### src/rtl/chk_fifo_pkg.sv
`default_nettype none
// ============================================================================
// Module      : chk_fifo_pkg
// Description : Shared types and helpers for the parity-checking FIFO.
//               Check-mode encoding, width helpers and the parity test.
// Revision    : 1.0 - initial release
// ============================================================================
package chk_fifo_pkg;

  // How the output side treats a word whose parity is wrong.
  typedef enum logic [1:0] {
    CHK_NONE = 2'd0,
    CHK_DROP = 2'd1,
    CHK_FLAG = 2'd2
  } check_mode_e;

  // Widest word parity_ok accepts; narrower words are zero-extended,
  // which leaves their XOR reduction unchanged.
  localparam int PARITY_MAX_W = 1024;

  // Fill-level counter must represent 0..depth inclusive.
  function automatic int cnt_width(input int depth);
    return $clog2(depth + 1);
  endfunction

  // Pointer indexes 0..depth-1; never narrower than one bit.
  function automatic int ptr_width(input int depth);
    return (depth > 1) ? $clog2(depth) : 1;
  endfunction

  // True when the XOR of every bit of the word equals the selected sense.
  function automatic logic parity_ok(input logic [PARITY_MAX_W-1:0] word,
                                     input logic                    even_odd);
    return (^word) == even_odd;
  endfunction

endpackage
`default_nettype wire

### src/rtl/chk_fifo_if.sv
`default_nettype none
// ============================================================================
// Module      : chk_fifo_if
// Description : Push/pop handshake bundle between producer, FIFO and consumer.
//               Signal suffixes are written from the FIFO's point of view.
// Revision    : 1.0 - initial release
// ============================================================================
interface chk_fifo_if #(
  parameter int DATA_WIDTH = 32
);
  logic [DATA_WIDTH:0] push_data_i;
  logic                push_valid_i;
  logic                push_grant_o;
  logic                pop_grant_i;
  logic [DATA_WIDTH:0] pop_data_o;
  logic                pop_valid_o;
  logic                pop_err_o;

  // FIFO side
  modport slave (
    input  push_data_i, push_valid_i, pop_grant_i,
    output push_grant_o, pop_data_o, pop_valid_o, pop_err_o
  );

  // Producer/consumer side
  modport master (
    output push_data_i, push_valid_i, pop_grant_i,
    input  push_grant_o, pop_data_o, pop_valid_o, pop_err_o
  );
endinterface
`default_nettype wire

### src/rtl/chk_fifo_ram.sv
`default_nettype none
// ============================================================================
// Module      : chk_fifo_ram
// Description : DEPTH x WIDTH register array, one synchronous write port and
//               one asynchronous read port. Contents are never reset.
// Revision    : 1.0 - initial release
// ============================================================================
module chk_fifo_ram #(
  parameter int WIDTH = 33,
  parameter int DEPTH = 4,
  parameter int AW    = 2
) (
  input  logic             clk,
  input  logic             we_i,
  input  logic [AW-1:0]    waddr_i,
  input  logic [WIDTH-1:0] wdata_i,
  input  logic [AW-1:0]    raddr_i,
  output logic [WIDTH-1:0] rdata_o
);

  logic [WIDTH-1:0] memory [DEPTH];

  // Write the pushed word into its slot.
  always_ff @(posedge clk) begin
    if (we_i) begin
      memory[waddr_i] <= wdata_i;
    end
  end

  assign rdata_o = memory[raddr_i];

endmodule
`default_nettype wire

### src/rtl/chk_fifo.sv
`default_nettype none
// ============================================================================
// Module      : chk_fifo
// Description : Single-clock first-word-fall-through FIFO of arbitrary depth
//               with output-side parity checking (pass / drop / flag),
//               fill-level thresholds, synchronous flush and a saturating
//               parity-error counter.
// Revision    : 1.0 - initial release
// ============================================================================
module chk_fifo
  import chk_fifo_pkg::*;
#(
  parameter int DATA_WIDTH = 32,
  parameter int FIFO_DEPTH = 4,
  parameter int EVEN_ODD   = 0,
  parameter int CHECK_MODE = 1,
  parameter int AF_LEVEL   = FIFO_DEPTH - 1,
  parameter int AE_LEVEL   = 1,
  parameter int ERR_W      = 8
) (
  input  logic                                clk,
  input  logic                                rst,
  input  logic                                flush_i,
  chk_fifo_if.slave                           bus,
  output logic [cnt_width(FIFO_DEPTH)-1:0]    count_o,
  output logic                                almost_full_o,
  output logic                                almost_empty_o,
  output logic [ERR_W-1:0]                    err_cnt_o
);

  localparam int          CW       = cnt_width(FIFO_DEPTH);
  localparam int          PW       = ptr_width(FIFO_DEPTH);
  localparam check_mode_e MODE     = check_mode_e'(CHECK_MODE);
  localparam logic [PW-1:0] LAST_IDX = PW'(FIFO_DEPTH - 1);
  localparam logic [CW-1:0] DEPTH_C  = CW'(FIFO_DEPTH);

  logic [PW-1:0]    wr_ptr_q, wr_ptr_d;
  logic [PW-1:0]    rd_ptr_q, rd_ptr_d;
  logic [CW-1:0]    count_q, count_d;
  logic [ERR_W-1:0] err_cnt_q, err_cnt_d;
  logic             af_q, af_d;
  logic             ae_q, ae_d;

  logic [DATA_WIDTH:0] head;
  logic                not_empty;
  logic                head_bad;
  logic                push_fire;
  logic                pop_fire;
  logic                drop;
  logic                remove;
  logic                err_inc;

  chk_fifo_ram #(
    .WIDTH (DATA_WIDTH + 1),
    .DEPTH (FIFO_DEPTH),
    .AW    (PW)
  ) my_ram (
    .clk     (clk),
    .we_i    (push_fire),
    .waddr_i (wr_ptr_q),
    .wdata_i (bus.push_data_i),
    .raddr_i (rd_ptr_q),
    .rdata_o (head)
  );

  assign not_empty = (count_q != '0);
  assign head_bad  = !parity_ok(PARITY_MAX_W'(head), 1'(EVEN_ODD));

  // Full FIFO never accepts, even with a simultaneous pop.
  assign bus.push_grant_o = !rst && !flush_i && (count_q < DEPTH_C);
  assign bus.pop_data_o   = head;
  assign push_fire        = bus.push_valid_i && bus.push_grant_o;
  assign pop_fire         = bus.pop_valid_o && bus.pop_grant_i;
  assign remove           = pop_fire || drop;

  if (MODE == CHK_DROP) begin : g_drop
    // Corrupt heads are hidden from the consumer and discarded one per cycle.
    assign bus.pop_valid_o = not_empty && !head_bad;
    assign bus.pop_err_o   = 1'b0;
    assign drop            = not_empty && head_bad;
    assign err_inc         = drop;
  end else if (MODE == CHK_FLAG) begin : g_flag
    // Corrupt heads are delivered with an error marker.
    assign bus.pop_valid_o = not_empty;
    assign bus.pop_err_o   = not_empty && head_bad;
    assign drop            = 1'b0;
    assign err_inc         = pop_fire && head_bad;
  end else begin : g_none
    assign bus.pop_valid_o = not_empty;
    assign bus.pop_err_o   = 1'b0;
    assign drop            = 1'b0;
    assign err_inc         = 1'b0;
  end

  // Next-state for pointers, fill level, thresholds and error counter.
  always_comb begin
    wr_ptr_d  = wr_ptr_q;
    rd_ptr_d  = rd_ptr_q;
    count_d   = count_q;
    err_cnt_d = err_cnt_q;
    if (flush_i) begin
      wr_ptr_d = '0;
      rd_ptr_d = '0;
      count_d  = '0;
    end else begin
      if (push_fire) begin
        wr_ptr_d = (wr_ptr_q == LAST_IDX) ? '0 : wr_ptr_q + 1'b1;
      end
      if (remove) begin
        rd_ptr_d = (rd_ptr_q == LAST_IDX) ? '0 : rd_ptr_q + 1'b1;
      end
      if (push_fire && !remove) begin
        count_d = count_q + 1'b1;
      end else if (!push_fire && remove) begin
        count_d = count_q - 1'b1;
      end
      if (err_inc && (err_cnt_q != '1)) begin
        err_cnt_d = err_cnt_q + 1'b1;
      end
    end
    af_d = int'(count_d) >= AF_LEVEL;
    ae_d = int'(count_d) <= AE_LEVEL;
  end

  // Control state register; reset empties the FIFO and clears the counter.
  always_ff @(posedge clk) begin
    if (rst) begin
      wr_ptr_q  <= '0;
      rd_ptr_q  <= '0;
      count_q   <= '0;
      err_cnt_q <= '0;
      af_q      <= 1'b0;
      ae_q      <= 1'b1;
    end else begin
      wr_ptr_q  <= wr_ptr_d;
      rd_ptr_q  <= rd_ptr_d;
      count_q   <= count_d;
      err_cnt_q <= err_cnt_d;
      af_q      <= af_d;
      ae_q      <= ae_d;
    end
  end

  assign count_o        = count_q;
  assign almost_full_o  = af_q;
  assign almost_empty_o = ae_q;
  assign err_cnt_o      = err_cnt_q;

endmodule
`default_nettype wire

### src/flat_wrapper.sv
// flat-port wrapper written by rule: the top's interface ports become plain ports
module chk_fifo_flat import chk_fifo_pkg::*;
#(
  parameter int DATA_WIDTH = 32,
  parameter int FIFO_DEPTH = 4,
  parameter int EVEN_ODD   = 0,
  parameter int CHECK_MODE = 1,
  parameter int AF_LEVEL   = FIFO_DEPTH - 1,
  parameter int AE_LEVEL   = 1,
  parameter int ERR_W      = 8
)
  (clk, rst, flush_i, count_o, almost_full_o, almost_empty_o, err_cnt_o, bus_push_data_i, bus_push_valid_i, bus_pop_grant_i, bus_push_grant_o, bus_pop_data_o, bus_pop_valid_o, bus_pop_err_o);
  chk_fifo_if #(.DATA_WIDTH(DATA_WIDTH)) bus_i ();
  input  logic clk;
  input  logic rst;
  input  logic flush_i;
  output logic [cnt_width(FIFO_DEPTH)-1:0] count_o;
  output logic almost_full_o;
  output logic almost_empty_o;
  output logic [ERR_W-1:0] err_cnt_o;
  input wire logic [$bits(bus_i.push_data_i)-1:0] bus_push_data_i;
  input wire logic [$bits(bus_i.push_valid_i)-1:0] bus_push_valid_i;
  input wire logic [$bits(bus_i.pop_grant_i)-1:0] bus_pop_grant_i;
  output wire logic [$bits(bus_i.push_grant_o)-1:0] bus_push_grant_o;
  output wire logic [$bits(bus_i.pop_data_o)-1:0] bus_pop_data_o;
  output wire logic [$bits(bus_i.pop_valid_o)-1:0] bus_pop_valid_o;
  output wire logic [$bits(bus_i.pop_err_o)-1:0] bus_pop_err_o;
  assign bus_i.push_data_i = bus_push_data_i;
  assign bus_i.push_valid_i = bus_push_valid_i;
  assign bus_i.pop_grant_i = bus_pop_grant_i;
  assign bus_push_grant_o = bus_i.push_grant_o;
  assign bus_pop_data_o = bus_i.pop_data_o;
  assign bus_pop_valid_o = bus_i.pop_valid_o;
  assign bus_pop_err_o = bus_i.pop_err_o;
  chk_fifo #(.DATA_WIDTH(DATA_WIDTH), .FIFO_DEPTH(FIFO_DEPTH), .EVEN_ODD(EVEN_ODD), .CHECK_MODE(CHECK_MODE), .AF_LEVEL(AF_LEVEL), .AE_LEVEL(AE_LEVEL), .ERR_W(ERR_W)) u_core (.clk(clk), .rst(rst), .flush_i(flush_i), .bus(bus_i), .count_o(count_o), .almost_full_o(almost_full_o), .almost_empty_o(almost_empty_o), .err_cnt_o(err_cnt_o));
endmodule
### config.mk
export PLATFORM = sky130hd
export DESIGN_NAME = chk_fifo_flat
export DESIGN_NICKNAME = d
export VERILOG_FILES = /design/src/rtl/chk_fifo_pkg.sv /design/src/rtl/chk_fifo_if.sv /design/src/rtl/chk_fifo_ram.sv /design/src/rtl/chk_fifo.sv /design/src/flat_wrapper.sv
export SDC_FILE = /design/constraint.sdc
export NUM_CORES = 1
export LEC_CHECK = 0
export CORE_UTILIZATION = 54
export CTS_CLUSTER_DIAMETER = 30
export CTS_CLUSTER_SIZE = 8
export DETAILED_ROUTE_END_ITERATION = 10
export PLACE_DENSITY = 0.86
export RECOVER_POWER = 25
export SLEW_MARGIN = 10
export SYNTH_ARGS = -nofsm -noshare
export SYNTH_HDL_FRONTEND = slang
export SYNTH_SLANG_ARGS = --single-unit
### constraint.sdc
create_clock -name clk -period 3.7 [get_ports clk]
set_input_delay 0.74 -clock clk [delete_from_list [all_inputs] [get_ports clk]]
set_output_delay 0.74 -clock clk [all_outputs]
set_load 0.005 [all_outputs]
==> flow_summary.json <==
{
  "critPathArrivalTime_ns": 3.02,
  "place_congestion": 0.773,
  "die_y_um": 108,
  "placed_cell_area_mm2": 0.00735,
  "grt_use_met3_pct": 6.51,
  "synth_flop_cell": "edfxtp_1",
  "synth_edf_count": 132,
  "drtIter0Drc": 201,
  "layout.nets": 485,
  "pwr-share-clk_pct": 33.9,
  "clock_path_buffers": 2,
  "async_flop_share_pct": 0,
  "hold_violations": 0,
  "num_io_pins": 87,
  "synthDistinctLibCells": 42,
  "yosysTopAreaCell": "edfxtp_1",
  "use_met1_pct": 27.5,
  "p_leak_nw": 2.72,
  "grt.overflow.total": 0,
  "hold_end": "u_core.wr_ptr_q[1]",
  "syn_nets": 361,
  "die_area_mm2": 0.0117,
  "drive_above_1_share_pct": 27.1,
  "core_mm2": 0.0109,
  "hold_depth": 2,
  "postCtsHoldBufs": 0,
  "setup_ws_ns": -0.0579,
  "vias": 3311,
  "via_per_inst": 5.57,
  "synth_common_cells": "edfxtp_1 (132), mux4_2 (33), xnor2_1 (28), dfxtp_1 (19), nor2_1 (15)",
  "netlist.area_leader.share_pct": 65.0,
  "start_kind": "flop",
  "grt_setup_unrepaired": "yes",
  "setup_viol": 1,
  "critPathKind": "flop to output pin",
  "clock_sink_count": 151,
  "dp_slack_ns": -0.135,
  "busiest_layer": "met2",
  "drt_first_pass_iters": 6,
  "wl_um": 12000,
  "grt_pass1_vias": 3459,
  "final_antenna_net_count": 0,
  "start_util_pct": 55.8,
  "synth.area.top_cells": "edfxtp_1 (65%), mux4_2 (12%), dfxtp_1 (6.2%)",
  "violations": "setup timing",
  "antenna_found_initial": 3,
  "comb_power_share_pct": 30.0,
  "cp_max_fo": 6,
  "slew_violations": 0,
  "min_path_type": "flop to flop",
  "hold_path.startpoint": "u_core.wr_ptr_q[1]",
  "switchingPower_mw": 1.42,
  "fillers": 621,
  "num_rows": 38,
  "grt_max_degree": 34,
  "p_seq_share_pct": 36.1,
  "routedWlPerCell_um": 20.2,
  "cts_tree": "done",
  "synth_seq_cells": 151,
  "stdcell_area_mm2": 0.00807,
  "syn_area_mm2": 0.00610,
  "p_int_mw": 3.91,
  "seq_area_frac_synth_pct": 71.2,
  "rrSetupSlack_ns": 0.21,
  "die_w_um": 108,
  "cts_buffers": 17,
  "yosysMostFrequentCell": "edfxtp_1",
  "grt_pass1_wl_um": 18500,
  "yosys_warnings": 0,
  "period_needed_ns": 3.76,
  "syn_inst": 314,
  "gr-usage-all-layers_pct": 22.4,
  "final_cell_count_no_fill": 594,
  "worst-r2r-cell-count": 12,
  "max-cap-violations": 0,
  "drc": 0,
  "gr-usage-met2_pct": 37.7,
  "cp-end-kind": "output pin",
  "max_freq_ghz": 0.266,
  "p_per_area_mw_per_mm2": 661,
  "fin_skew_ns": 0.00878,
  "dp_cells": 557,
  "cts-root-buf": "clkbuf_16",
  "hpwl_um": 7190,
  "vdd.ir_drop.worst_v": 0.000705,
  "outcome": "finished with violations",
  "syn_avg_cell_area_um2": 19.4,
  "port_buffers": 85,
  "ctsHtreeMaxLevel": 4,
  "clk_latency_ns": 0.42,
  "worstPathRequired_ns": 2.96,
  "cts.clk_slew.worst_paths_ns": 0.06,
  "period_share_pct": 102,
  "area_growth_pct": 32.3,
  "switching_share_pct": 26.6
}
-- metrics by stage --
step           TNS [ns]  total power [mW]  hold WS [ns]  utilization, %
6_report        -0.0579              5.33         0.514            73.8
5_1_grt          -0.170              5.54         0.540            73.7
4_1_cts         -0.0604              5.35         0.520            73.5
3_5_place_dp     -0.135              3.45         0.511            67.2
3_3_place_gp     -0.110              3.43         0.481            67.2
2_1_floorplan         0              2.85         0.463               -
-- power by group through the flow --
stage / clock network, mW / logic, mW / registers (mW)
floorplan: 0 / 0.896 / 1.95
global placement: 0 / 1.47 / 1.96
detailed placement: 0 / 1.49 / 1.96
CTS: 1.82 / 1.60 / 1.93
global route: 1.90 / 1.72 / 1.93
finish: 1.81 / 1.60 / 1.93
-- registers in the layout (all words and copies together), names as in the netlist, named ones only --
register	count
u_core.almost_empty_o	1
u_core.almost_full_o	1
u_core.count_o	3
u_core.err_cnt_o	8
u_core.my_ram.memory	132
u_core.rd_ptr_q	2
u_core.wr_ptr_q	2
-- cells by family after synthesis --
family / share of synthesized area [%]
buf+inv: 1.89
flops: 71.2
fa+ha+maj: 1.85
mux: 12.9
simple gates: 3.94
other cells: 0.0615
xor+xnor: 6.44
compound gates: 1.70
-- placed cells by master, fill, tap and decap left out, drive strengths merged, types with 6 or more instances in the layout --
master,instances
dlygate4sd3,22
xnor2,31
nor2,15
inv,10
ha,9
nand2,8
xor2,6
mux4,33
edfxtp,132
dfxtp,19
clkbuf,18
buf,32
clkdlybuf4s50,62
-- timing repair --
action / CTS / global route
hold endpoints to repair: 0 / 0
pin swaps: 9 / 4
buffers inserted: 2 / 0
gates resized for setup: 14 / 3
setup endpoints to repair: 1 / 3
-- layout make-up --
class / count / area [µm²] / area share [%]
Clock inverter: 14 / 199 / 2.47
Timing Repair Buffer: 116 / 1170 / 14.5
Sequential cell: 151 / 4350 / 53.9
Multi-Input combinational cell: 145 / 1710 / 21.2
Antenna cell: 3 / 7.51 / 0.0930
Clock buffer: 18 / 429 / 5.32
Tap cell: 140 / 175 / 2.17
Inverter: 7 / 26.3 / 0.326
-- layer usage --
| layer | vias up | part of all wire [%] |
|---|---|---|
| met1 | 1676 | 40 |
| li1 | 1490 | - |
| met5 | - | 0 |
| met4 | 0 | 1.4 |
| met3 | 19 | 6.4 |
| met2 | 126 | 52 |
-- worst max-delay path by stage --
stage / from / end / slack, ns / cells after the start
after detailed placement: flop / bus_pop_valid_o / -0.14 / 9
after CTS: flop / bus_pop_valid_o / -0.06 / 9
final: flop / bus_pop_valid_o / -0.06 / 9
after global placement: flop / bus_pop_valid_o / -0.11 / 9
after floorplan: flop / bus_pop_valid_o / 0.29 / 9
after global routing: flop / bus_pop_valid_o / -0.17 / 9
-- worst max-delay path, stage by stage, from the launching register on --
cell     delay, ns
dfxtp_4       0.39
buf_8         0.14
mux4_2        0.52
xor2_1        0.27
xnor2_1       0.14
xnor2_1       0.24
xnor3_2       0.43
xnor2_2       0.22
and2_1        0.15
buf_2         0.10
(Power assumes the default switching activity.)
